$ cat src/rtl/pulse_gen_multi_core.sv
// Multi-channel pulse generator on an 8-bit register bus. Each channel counts
// out DELAY then WIDTH cycles, REPEAT times, started by software, EXT_START or a chain.
module pulse_gen_multi_core #(
    parameter int ABUSWIDTH = 16,
    parameter int CHANNELS  = 4,
    parameter int CNT_WIDTH = 32
) (
    input  logic                 BUS_CLK,
    input  logic                 BUS_RST_N,
    input  logic [ABUSWIDTH-1:0] BUS_ADD,
    input  logic [7:0]           BUS_DATA_IN,
    output logic [7:0]           BUS_DATA_OUT,
    input  logic                 BUS_RD,
    input  logic                 BUS_WR,
    input  logic                 EXT_START,
    output logic [CHANNELS-1:0]  PULSE,
    output logic [CHANNELS-1:0]  FINISH
);
    localparam int         NBYTES  = CNT_WIDTH / 8;
    localparam int         PW      = CNT_WIDTH + 1;
    localparam logic [7:0] VERSION = 8'd2;

    localparam logic [ABUSWIDTH-1:0] A_CTRL   = ABUSWIDTH'(0);
    localparam logic [ABUSWIDTH-1:0] A_START  = ABUSWIDTH'(1);
    localparam logic [ABUSWIDTH-1:0] A_STOP   = ABUSWIDTH'(2);
    localparam logic [ABUSWIDTH-1:0] A_EXT_EN = ABUSWIDTH'(3);
    localparam logic [ABUSWIDTH-1:0] A_CHAIN  = ABUSWIDTH'(4);
    localparam logic [ABUSWIDTH-1:0] A_INV    = ABUSWIDTH'(5);
    localparam logic [ABUSWIDTH-1:0] BLK_BASE = ABUSWIDTH'(16);
    localparam logic [ABUSWIDTH-1:0] BLK_END  = ABUSWIDTH'(16 + 16 * CHANNELS);

    // Global configuration
    logic [CHANNELS-1:0]  ext_en_q, ext_en_d;
    logic [CHANNELS-1:0]  chain_q, chain_d;
    logic [CHANNELS-1:0]  inv_q, inv_d;

    // Per-channel configuration and run state
    logic [CNT_WIDTH-1:0] delay_q [CHANNELS];
    logic [CNT_WIDTH-1:0] delay_d [CHANNELS];
    logic [CNT_WIDTH-1:0] width_q [CHANNELS];
    logic [CNT_WIDTH-1:0] width_d [CHANNELS];
    logic [CNT_WIDTH-1:0] rpt_q   [CHANNELS];
    logic [CNT_WIDTH-1:0] rpt_d   [CHANNELS];
    logic [PW-1:0]        cnt_q   [CHANNELS];
    logic [PW-1:0]        cnt_d   [CHANNELS];
    logic [CNT_WIDTH-1:0] rep_q   [CHANNELS];
    logic [CNT_WIDTH-1:0] rep_d   [CHANNELS];
    logic [PW-1:0]        per_w   [CHANNELS];

    logic [CHANNELS-1:0]  pulse_q, pulse_d;
    logic [CHANNELS-1:0]  fin_w;
    logic [CHANNELS-1:0]  done_w;
    logic [7:0]           rdata_q, rdata_d;
    logic [7:0]           rd_val;

    logic ext_meta_q, ext_meta_d;
    logic ext_sync_q, ext_sync_d;
    logic ext_prev_q, ext_prev_d;
    logic ext_stb_q, ext_stb_d;

    logic                 soft_rst;
    logic                 wr_start;
    logic                 wr_stop;
    logic                 blk_hit;
    logic [2:0]           ch_idx;
    logic [3:0]           off;

    assign soft_rst = BUS_WR && (BUS_ADD == A_CTRL);
    assign wr_start = BUS_WR && (BUS_ADD == A_START);
    assign wr_stop  = BUS_WR && (BUS_ADD == A_STOP);
    assign blk_hit  = (BUS_ADD >= BLK_BASE) && (BUS_ADD < BLK_END);
    assign ch_idx   = 3'((BUS_ADD - BLK_BASE) >> 4);
    assign off      = BUS_ADD[3:0];

    // EXT_START: two-stage synchroniser, then a registered rising-edge strobe
    always_comb begin
        ext_meta_d = EXT_START;
        ext_sync_d = ext_meta_q;
        ext_prev_d = ext_sync_q;
        ext_stb_d  = ext_sync_q && !ext_prev_q;
    end

    always_comb begin
        ext_en_d = ext_en_q;
        chain_d  = chain_q;
        inv_d    = inv_q;
        for (int ch = 0; ch < CHANNELS; ch++) begin
            delay_d[ch] = delay_q[ch];
            width_d[ch] = width_q[ch];
            rpt_d[ch]   = rpt_q[ch];
        end
        if (soft_rst) begin
            ext_en_d = '0;
            chain_d  = '0;
            inv_d    = '0;
            for (int ch = 0; ch < CHANNELS; ch++) begin
                delay_d[ch] = '0;
                width_d[ch] = '0;
                rpt_d[ch]   = CNT_WIDTH'(1);
            end
        end else if (BUS_WR) begin
            if (BUS_ADD == A_EXT_EN) ext_en_d = BUS_DATA_IN[CHANNELS-1:0];
            // Channel 0 has no predecessor, so its chain bit is forced to 0
            if (BUS_ADD == A_CHAIN)  chain_d  = BUS_DATA_IN[CHANNELS-1:0] & ~CHANNELS'(1);
            if (BUS_ADD == A_INV)    inv_d    = BUS_DATA_IN[CHANNELS-1:0];
            if (blk_hit) begin
                for (int ch = 0; ch < CHANNELS; ch++) begin
                    if (ch_idx == 3'(ch)) begin
                        for (int b = 0; b < NBYTES; b++) begin
                            if (off == 4'(b))     delay_d[ch][8*b +: 8] = BUS_DATA_IN;
                            if (off == 4'(4 + b)) width_d[ch][8*b +: 8] = BUS_DATA_IN;
                            if (off == 4'(8 + b)) rpt_d[ch][8*b +: 8]   = BUS_DATA_IN;
                        end
                    end
                end
            end
        end
    end

    always_comb begin
        for (int ch = 0; ch < CHANNELS; ch++) begin
            per_w[ch]  = {1'b0, delay_q[ch]} + {1'b0, width_q[ch]};
            done_w[ch] = (cnt_q[ch] == '0);
        end
    end

    // Channel sequencing; carry ripples FINISH[ch-1] into channel ch's chained start
    always_comb begin
        logic carry;
        logic stop_c;
        logic start_c;
        logic run_c;
        logic fin_c;
        carry   = 1'b0;
        stop_c  = 1'b0;
        start_c = 1'b0;
        run_c   = 1'b0;
        fin_c   = 1'b0;
        for (int ch = 0; ch < CHANNELS; ch++) begin
            cnt_d[ch]   = cnt_q[ch];
            rep_d[ch]   = rep_q[ch];
            fin_c       = 1'b0;
            stop_c      = wr_stop && BUS_DATA_IN[ch];
            start_c     = ((wr_start && BUS_DATA_IN[ch]) ||
                           (ext_stb_q && ext_en_q[ch]) ||
                           (chain_q[ch] && carry)) && (per_w[ch] != '0);
            run_c       = (cnt_q[ch] != '0);
            pulse_d[ch] = inv_q[ch] ^ ((cnt_q[ch] > {1'b0, delay_q[ch]}) &&
                                       (cnt_q[ch] <= per_w[ch]));
            if (soft_rst) begin
                cnt_d[ch]   = '0;
                rep_d[ch]   = '0;
                pulse_d[ch] = 1'b0;
            end else if (stop_c) begin
                cnt_d[ch] = '0;
            end else if (start_c) begin
                cnt_d[ch] = PW'(1);
                rep_d[ch] = rpt_q[ch];
            end else if (run_c && (cnt_q[ch] >= per_w[ch])) begin
                if (rpt_q[ch] == '0) begin
                    cnt_d[ch] = PW'(1);
                end else if (rep_q[ch] > CNT_WIDTH'(1)) begin
                    rep_d[ch] = rep_q[ch] - CNT_WIDTH'(1);
                    cnt_d[ch] = PW'(1);
                end else begin
                    cnt_d[ch] = '0;
                    rep_d[ch] = '0;
                    fin_c     = 1'b1;
                end
            end else if (run_c) begin
                cnt_d[ch] = cnt_q[ch] + PW'(1);
            end
            fin_w[ch] = fin_c;
            carry     = fin_c;
        end
    end

    always_comb begin
        rd_val = 8'h00;
        if (BUS_ADD == A_CTRL)        rd_val = VERSION;
        else if (BUS_ADD == A_START)  rd_val = 8'(done_w);
        else if (BUS_ADD == A_EXT_EN) rd_val = 8'(ext_en_q);
        else if (BUS_ADD == A_CHAIN)  rd_val = 8'(chain_q);
        else if (BUS_ADD == A_INV)    rd_val = 8'(inv_q);
        else if (blk_hit) begin
            for (int ch = 0; ch < CHANNELS; ch++) begin
                if (ch_idx == 3'(ch)) begin
                    for (int b = 0; b < NBYTES; b++) begin
                        if (off == 4'(b))     rd_val = delay_q[ch][8*b +: 8];
                        if (off == 4'(4 + b)) rd_val = width_q[ch][8*b +: 8];
                        if (off == 4'(8 + b)) rd_val = rpt_q[ch][8*b +: 8];
                    end
                end
            end
        end
        rdata_d = BUS_RD ? rd_val : rdata_q;
    end

    always_ff @(posedge BUS_CLK or negedge BUS_RST_N) begin
        if (!BUS_RST_N) begin
            ext_meta_q <= 1'b0;
            ext_sync_q <= 1'b0;
            ext_prev_q <= 1'b0;
            ext_stb_q  <= 1'b0;
            ext_en_q   <= '0;
            chain_q    <= '0;
            inv_q      <= '0;
            pulse_q    <= '0;
            rdata_q    <= 8'h00;
            for (int ch = 0; ch < CHANNELS; ch++) begin
                delay_q[ch] <= '0;
                width_q[ch] <= '0;
                rpt_q[ch]   <= CNT_WIDTH'(1);
                cnt_q[ch]   <= '0;
                rep_q[ch]   <= '0;
            end
        end else begin
            ext_meta_q <= ext_meta_d;
            ext_sync_q <= ext_sync_d;
            ext_prev_q <= ext_prev_d;
            ext_stb_q  <= ext_stb_d;
            ext_en_q   <= ext_en_d;
            chain_q    <= chain_d;
            inv_q      <= inv_d;
            pulse_q    <= pulse_d;
            rdata_q    <= rdata_d;
            for (int ch = 0; ch < CHANNELS; ch++) begin
                delay_q[ch] <= delay_d[ch];
                width_q[ch] <= width_d[ch];
                rpt_q[ch]   <= rpt_d[ch];
                cnt_q[ch]   <= cnt_d[ch];
                rep_q[ch]   <= rep_d[ch];
            end
        end
    end

    assign PULSE        = pulse_q;
    assign FINISH       = fin_w;
    assign BUS_DATA_OUT = rdata_q;

endmodule

$ cat config.mk
export PLATFORM = sky130hd
export DESIGN_NAME = pulse_gen_multi_core
export DESIGN_NICKNAME = d
export VERILOG_FILES = /design/src/rtl/pulse_gen_multi_core.sv
export SDC_FILE = /design/constraint.sdc
export NUM_CORES = 2
export LEC_CHECK = 0
export CAP_MARGIN = 20
export CORE_MARGIN = 2
export CORE_UTILIZATION = 49
export DETAILED_ROUTE_END_ITERATION = 10
export HOLD_SLACK_MARGIN = 0.02
export PLACE_DENSITY = 0.78
export SETUP_SLACK_MARGIN = 0.5
export SYNTH_ARGS = -nofsm -noshare
export SYNTH_HDL_FRONTEND = slang
export SYNTH_SLANG_ARGS = --single-unit
$ cat constraint.sdc
create_clock -name BUS_CLK -period 7.8 [get_ports BUS_CLK]
set_clock_uncertainty 0.2 [all_clocks]
set_input_delay 1.56 -clock BUS_CLK [delete_from_list [all_inputs] [get_ports BUS_CLK]]
set_output_delay 1.56 -clock BUS_CLK [all_outputs]
set_load 0.02 [all_outputs]
# Word level (Yosys, flattened, before mapping)
# Index checks and enable logic that the tools add are counted.
# Widths: inputs -> output; s select.
op_classes:
  addsub: 13
  mul: 0
  div_mod_pow: 0
  order_cmp: 18
  eq_ne: 27
  shifts: 0
  mux: 180
  bitwise_logic: 4
  n_reduce_logical: 143
ops:
  columns: ["cell", "count"]
  rows:
  - ["$mux 128", 9]
  - ["$mux 32", 36]
  - ["$mux 33", 20]
  - ["$mux 8", 70]
  - ["$reduce_bool 33->1", 8]
  - ["$reduce_and 4->1", 48]
  - ["$add 32x32->33", 4]
  - ["$add 33x1->33 const B", 4]
  - ["$ge 33x33->1", 4]
  - ["$gt 33x32->1", 4]
  - ["$le 33x33->1", 4]
  - ["$logic_not 33->1", 4]
  - ["$gt 32x1->1 const B", 4]
  - ["$logic_not 32->1", 4]
  - ["$sub 32x1->32 const B", 4]
  - ["$reduce_bool 2->1", 21]
  - ["$mux 1", 36]
  - ["$mux 4", 9]
  - ["$eq 16x2->1 const B", 2]
  - ["$eq 16x3->1 const B", 2]
  - ["$logic_and 1x1->1", 32]
  - ["$reduce_bool 5->1", 4]
  - ["$eq 16x1->1 const B", 1]
  - ["$eq 4x3->1 const B", 4]
  - ["19 further kinds", 47]
word_totals:
  regBits: 672
  latch_bits: 0
  ramBits: 0
  romBits: 0
  input_bits: 29
  out_inout_bits: 16
  word_cells: 450
  n_memories: 0

# Longest topological paths before layout
depth:
  word_depth: 59
  depth_mapped: 29
  ltp_nobuf: 26

# Worst setup path after synthesis
# OpenSTA, ideal clock, no wires.
synth_path:
  path_kind: "register to output"
  start: "reg delay_q[76] (netlist name)"
  end: "out FINISH[2]"
  t_arrival_ns: 6.315
  t_required_ns: 6.040
  path_slack_ns: -0.275
  stages_incl_launch_ff: 29
  path_buffers: 3
  cell_sequence: "dfrtp_1 ha_1 buf_2 a21o_1 a2111o_1 a311oi_1 o31ai_1 a211o_1 a21oi_1 o21bai_1 a21oi_1 xnor2_1 inv_1 ha_1 a21o_1 a21o_1 a221oi_1 o22ai_1 a211o_1 nor3_1 nor2b_1 or4_1 or3b_1 nor3_1 o21bai_2 buf_4 buf_4 nand2_1 nor4b_1"
synth_between:
  elab_chain_len: 13
synth_rtl:
  columns: ["item", "line", "source"]
  rows:
  - ["from (decl)", "38", "logic [CNT_WIDTH-1:0] delay_q [CHANNELS];"]
  - ["from (signal, indexed assignment)", "228", "delay_q[ch] <= delay_d[ch];"]
  - ["$add 32x32->33 (*)", "122", "per_w[ch] = {1'b0, delay_q[ch]} + {1'b0, width_q[ch]};"]
  - ["$ge 33x33->1", "159", "end else if (run_c && (cnt_q[ch] >= per_w[ch])) begin"]
  - ["$logic_and 1x1->1", "159", null]
  - ["$mux 1", "159", null]
  - ["$mux 1 (*)", "156", "end else if (start_c) begin"]
  - ["$mux 1 (*)", "154", "end else if (stop_c) begin"]
  - ["$mux 1 (*)", "150", "if (soft_rst) begin"]
  - ["$logic_and 1x1->1 (*)", "146", "(chain_q[ch] && carry)) && (per_w[ch] != '0);"]
  - ["$logic_or 1x1->1 (*)", "145", "(ext_stb_q && ext_en_q[ch]) ||"]
  - ["$logic_and 1x1->1 (*)", "146", null]
  - ["$mux 1 (*)", "156", null]
  - ["$mux 1 (*)", "154", null]
  - ["$mux 1 (*)", "150", null]
  - ["to (decl)", "17", "output logic [CHANNELS-1:0] FINISH"]
# Every way passes the cells marked *; elsewhere a longest branch is shown, timed or not.

# Final worst setup path
# Ends and elaborated chain as after synthesis.

==> run_results.csv <==
group,metric,value,unit
synthesis,ys.warnings.count,0,
timing,fin_crit,8.245,ns
timing,fmax,0.1213,GHz
global_routing,grt_overflow_total,0,
layout,multiInputGateArea,30470,µm²
synthesis,synthTopCellsByArea,"dfrtp_1, ha_1, mux2_2",
layout,final_cells,7059,
cts,clock_latency,0.68,ns
synthesis,ys_dominant_reg_cell,"dfrtp_1",
routing,dr.pass1.iters,9,
synthesis,synth_area_per_cell,8.726,µm²
cts,cts.clk_slew.worst_paths,0.06,ns
synthesis,synthCells,5605,
cts,cts.htree.levels,3,
die,dieArea,102400,µm²
timing,hold_viol,0,
pwr,pwr-share-seq,42.6,%
routing,drt_iter0_markers,6468,
layout,finalInstanceArea,54710,µm²
cts,cts_buffer_depth,3,
global_routing,grt_max_degree,171,
synthesis,syn-num-nets,6042,
routing,drt-total-wl,181.4,mm
pwr,power_leakage,26.66,nW
setup_path,crit_type,"reg2out",
routing,viasPerCell,6.694,
cts,numCtsBuffers,78,
layout,fill_cells,8743,
synthesis,yosys.area.top_type,"dfrtp_1",
placed_design,portBuffers,44,
worst_hold_path,hp-class,"reg2reg",
routing,wl_per_cell,25.69,µm
synthesis,ys_async_sr_fraction,100.0,%
global_routing,grt_pass1_wl,275.8,mm
synthesis,synth.distinct_cells,107,
layout,register_area,16800,µm²
timing,drv_slew,0,
timing,fin_tns_setup,-0.8574,ns
run_status,violations,"negative setup slack",
timing,hold_slack,0.1580,ns
timing,relSlewSlack,11.33,%
layout,area_growth_syn_to_layout,11.86,%
setup_path,arrival,6.49,ns
pwr,switchingPower,2.497,mW
die,rows,115,
pwr,p_int,6.283,mW
pwr,peakVddDrop,0.2523,mV
worst_hold_path,hp-start,"ext_meta_q",
routing,num_vias,47250,
synthesis,synth_edf_count,0,
synthesis,synth_seq_area_share,34.34,%
synthesis,ys_ff_latch,671,
cts,cts_tree,"yes",
pwr,p_clk_share,44.3,%
routing,drc,0,
layout,layout-drive-gt1-share,12.89,%
setup_path,r2r_end,"rep_q[62]",
setup_path,cp_top_family,"compound AO/OA/AOI/OAI gates",
setup_path,worstPathMaxFanout,2,
layout,layout.nets,6140,
worst_hold_path,holdPathEnd,"ext_prev_d",
worst_hold_path,holdPathStages,0,
cts,cts_sinks,671,
pwr,comb_power_share,13.1,%
timing,rsz0062_at_grt,"true",
cts,cts_root_buffer,"clkbuf_16",
timing,layout_setup_ws,-0.4455,ns
global_routing,grt_antenna_before_repair,12,
setup_path,critical-path-max-stage-delay,0.44,ns
run_status,status,"complete, but fails checks",
placed_design,gp_congestion,1.061,
die,die_x,319.9,µm
die,start_util,49.55,%
routing,ant_nets,0,
synthesis,synth_top_area_share,34.13,%
global_routing,grt_pass1_vias,44982,
setup_path,crit_path_top_delay_cell,"or4_4",
timing,worst_slew_pin_slew,1.325,ns
setup_path,cp.required,6.04,ns
synthesis,netlist_area,48910,µm²
placed_design,dp.cells,6884,
setup_path,r2r_start,"delay_q[76]",
placed_design,dpl_worst_slack,-0.4035,ns
setup_path,crit_buf_inv,2,
setup_path,reg2regPathDepth,27,
global_routing,grtUsageTotal,34.77,%
timing,finalCritPeriodShare,105.7,%
pwr,p_per_area,160.5,nW/µm²
placed_design,dp_hpwl,131.6,mm
setup_path,startpoint_type,"register",
layout,final_util,55.43,%
timing,setup_violations,2,
pwr,swShare,28.44,%
pwr,p_total,8.780,mW
placed_design,place_area,51690,µm²
die,core-area,98710,µm²
setup_path,critPathCaptureType,"primary output",
run,drv_cap,0,
die,die_h,319.9,µm
die,pin_count,45,
setup_path,r2r_slack,0.80,ns
==> power groups by stage <==
stage / combinational (mW) / sequential [mW] / clock [mW]
after floorplan: 0.717 / 3.73 / 0
after global placement: 1.07 / 3.79 / 0
after detailed placement: 1.11 / 3.80 / 0
after CTS: 1.12 / 3.74 / 3.90
after global routing: 1.26 / 3.76 / 4.06
final: 1.15 / 3.74 / 3.89
==> Yosys cell counts, drive strengths merged (15+ instances only) <==
cell     count
nand2b      53
o21a        66
nand4      109
inv        226
o21bai      24
nand2      536
a21oi      356
nor2b       51
or2         21
xnor2      118
a211o       24
ha         404
or4         20
o221ai      22
xor2       132
mux2       251
o211ai      56
nor3       131
dfrtp      667
nor2       484
buf         42
a211oi      44
o2bb2ai     36
a221o       15
and2        31
a31oi       38
nand3      146
o21ai      483
nor4       111
and4        23
clkbuf     223
o22ai       45
a221oi      33
o31ai       43
a21boi      17
mux2i       81
a21o       123
or3         35
a22oi       49
and3        56
==> registers in the layout, summed over array words and instances (netlist names) <==
register      flops
ext_prev_q        1
inv_q             4
rep_q           128
cnt_q           132
rpt_q           128
ext_prev_d        1
chain_q           3
delay_q         128
PULSE             4
ext_meta_q        1
width_q         128
ext_en_q          4
BUS_DATA_OUT      8
ext_stb_q         1
==> logic make-up after synthesis <==
family                     synth area share, %
AOI/OAI and AO/OA                        21.01
xor gates and xnor gates                 4.477
adders and majority gates                10.50
buffers and inverters                    3.917
DFF                                      34.34
muxes                                    7.444
and+or+nand+nor                          18.31
==> timing repair <==
action                     4_1_cts  5_1_grt
gates resized for setup         30       15
setup endpoints to repair       55       60
setup buffers                   10        7
hold buffers                     0        0
pin swaps                       22       11
==> worst max path at each step <==
| stage | start | end | slack, ns | cells past startpoint |
|---|---|---|---|---|
| after floorplan | width_q[76] | FINISH[2] | 0.17 | 28 |
| after global placement | delay_q[64] | FINISH[2] | -0.35 | 24 |
| after detailed placement | delay_q[64] | FINISH[2] | -0.40 | 24 |
| after CTS | delay_q[76] | FINISH[2] | -0.43 | 26 |
| after global routing | delay_q[76] | FINISH[2] | -0.67 | 26 |
| final | delay_q[76] | FINISH[2] | -0.45 | 26 |
==> layout make-up <==
cell class / count / area share [%]
antenna: 7 / 0.03202
clock buffer: 104 / 4.098
clock inverter: 38 / 0.7844
inverter: 228 / 1.564
multi-input combinational: 4441 / 55.70
sequential: 671 / 30.70
tap: 1287 / 2.943
timing repair buffer: 283 / 4.181
==> cells in the final DEF, fill, tap and decap left out, types with 51 or more instances in the layout <==
master,instances
nor2_1,476
o21ai_0,432
clkbuf_16,80
xor2_1,132
a21oi_1,352
nand4_1,109
o21a_1,66
o21ai_1,51
o211ai_1,55
nor3_1,126
ha_1,403
xnor2_1,117
and3_1,56
nand2b_1,53
mux2_2,246
nor4_1,109
dfrtp_1,667
inv_1,226
nand2_1,531
nand3_1,142
a21o_1,121
buf_4,233
mux2i_1,81
==> per-layer routing <==
metal  global-route usage, %  share of wire (%)
met1                   46.01                 40
met2                   50.56                 42
met3                   9.840                 12
met4                   20.55                6.9
met5                       0              0.044
Power figures use the tool's default switching activity.
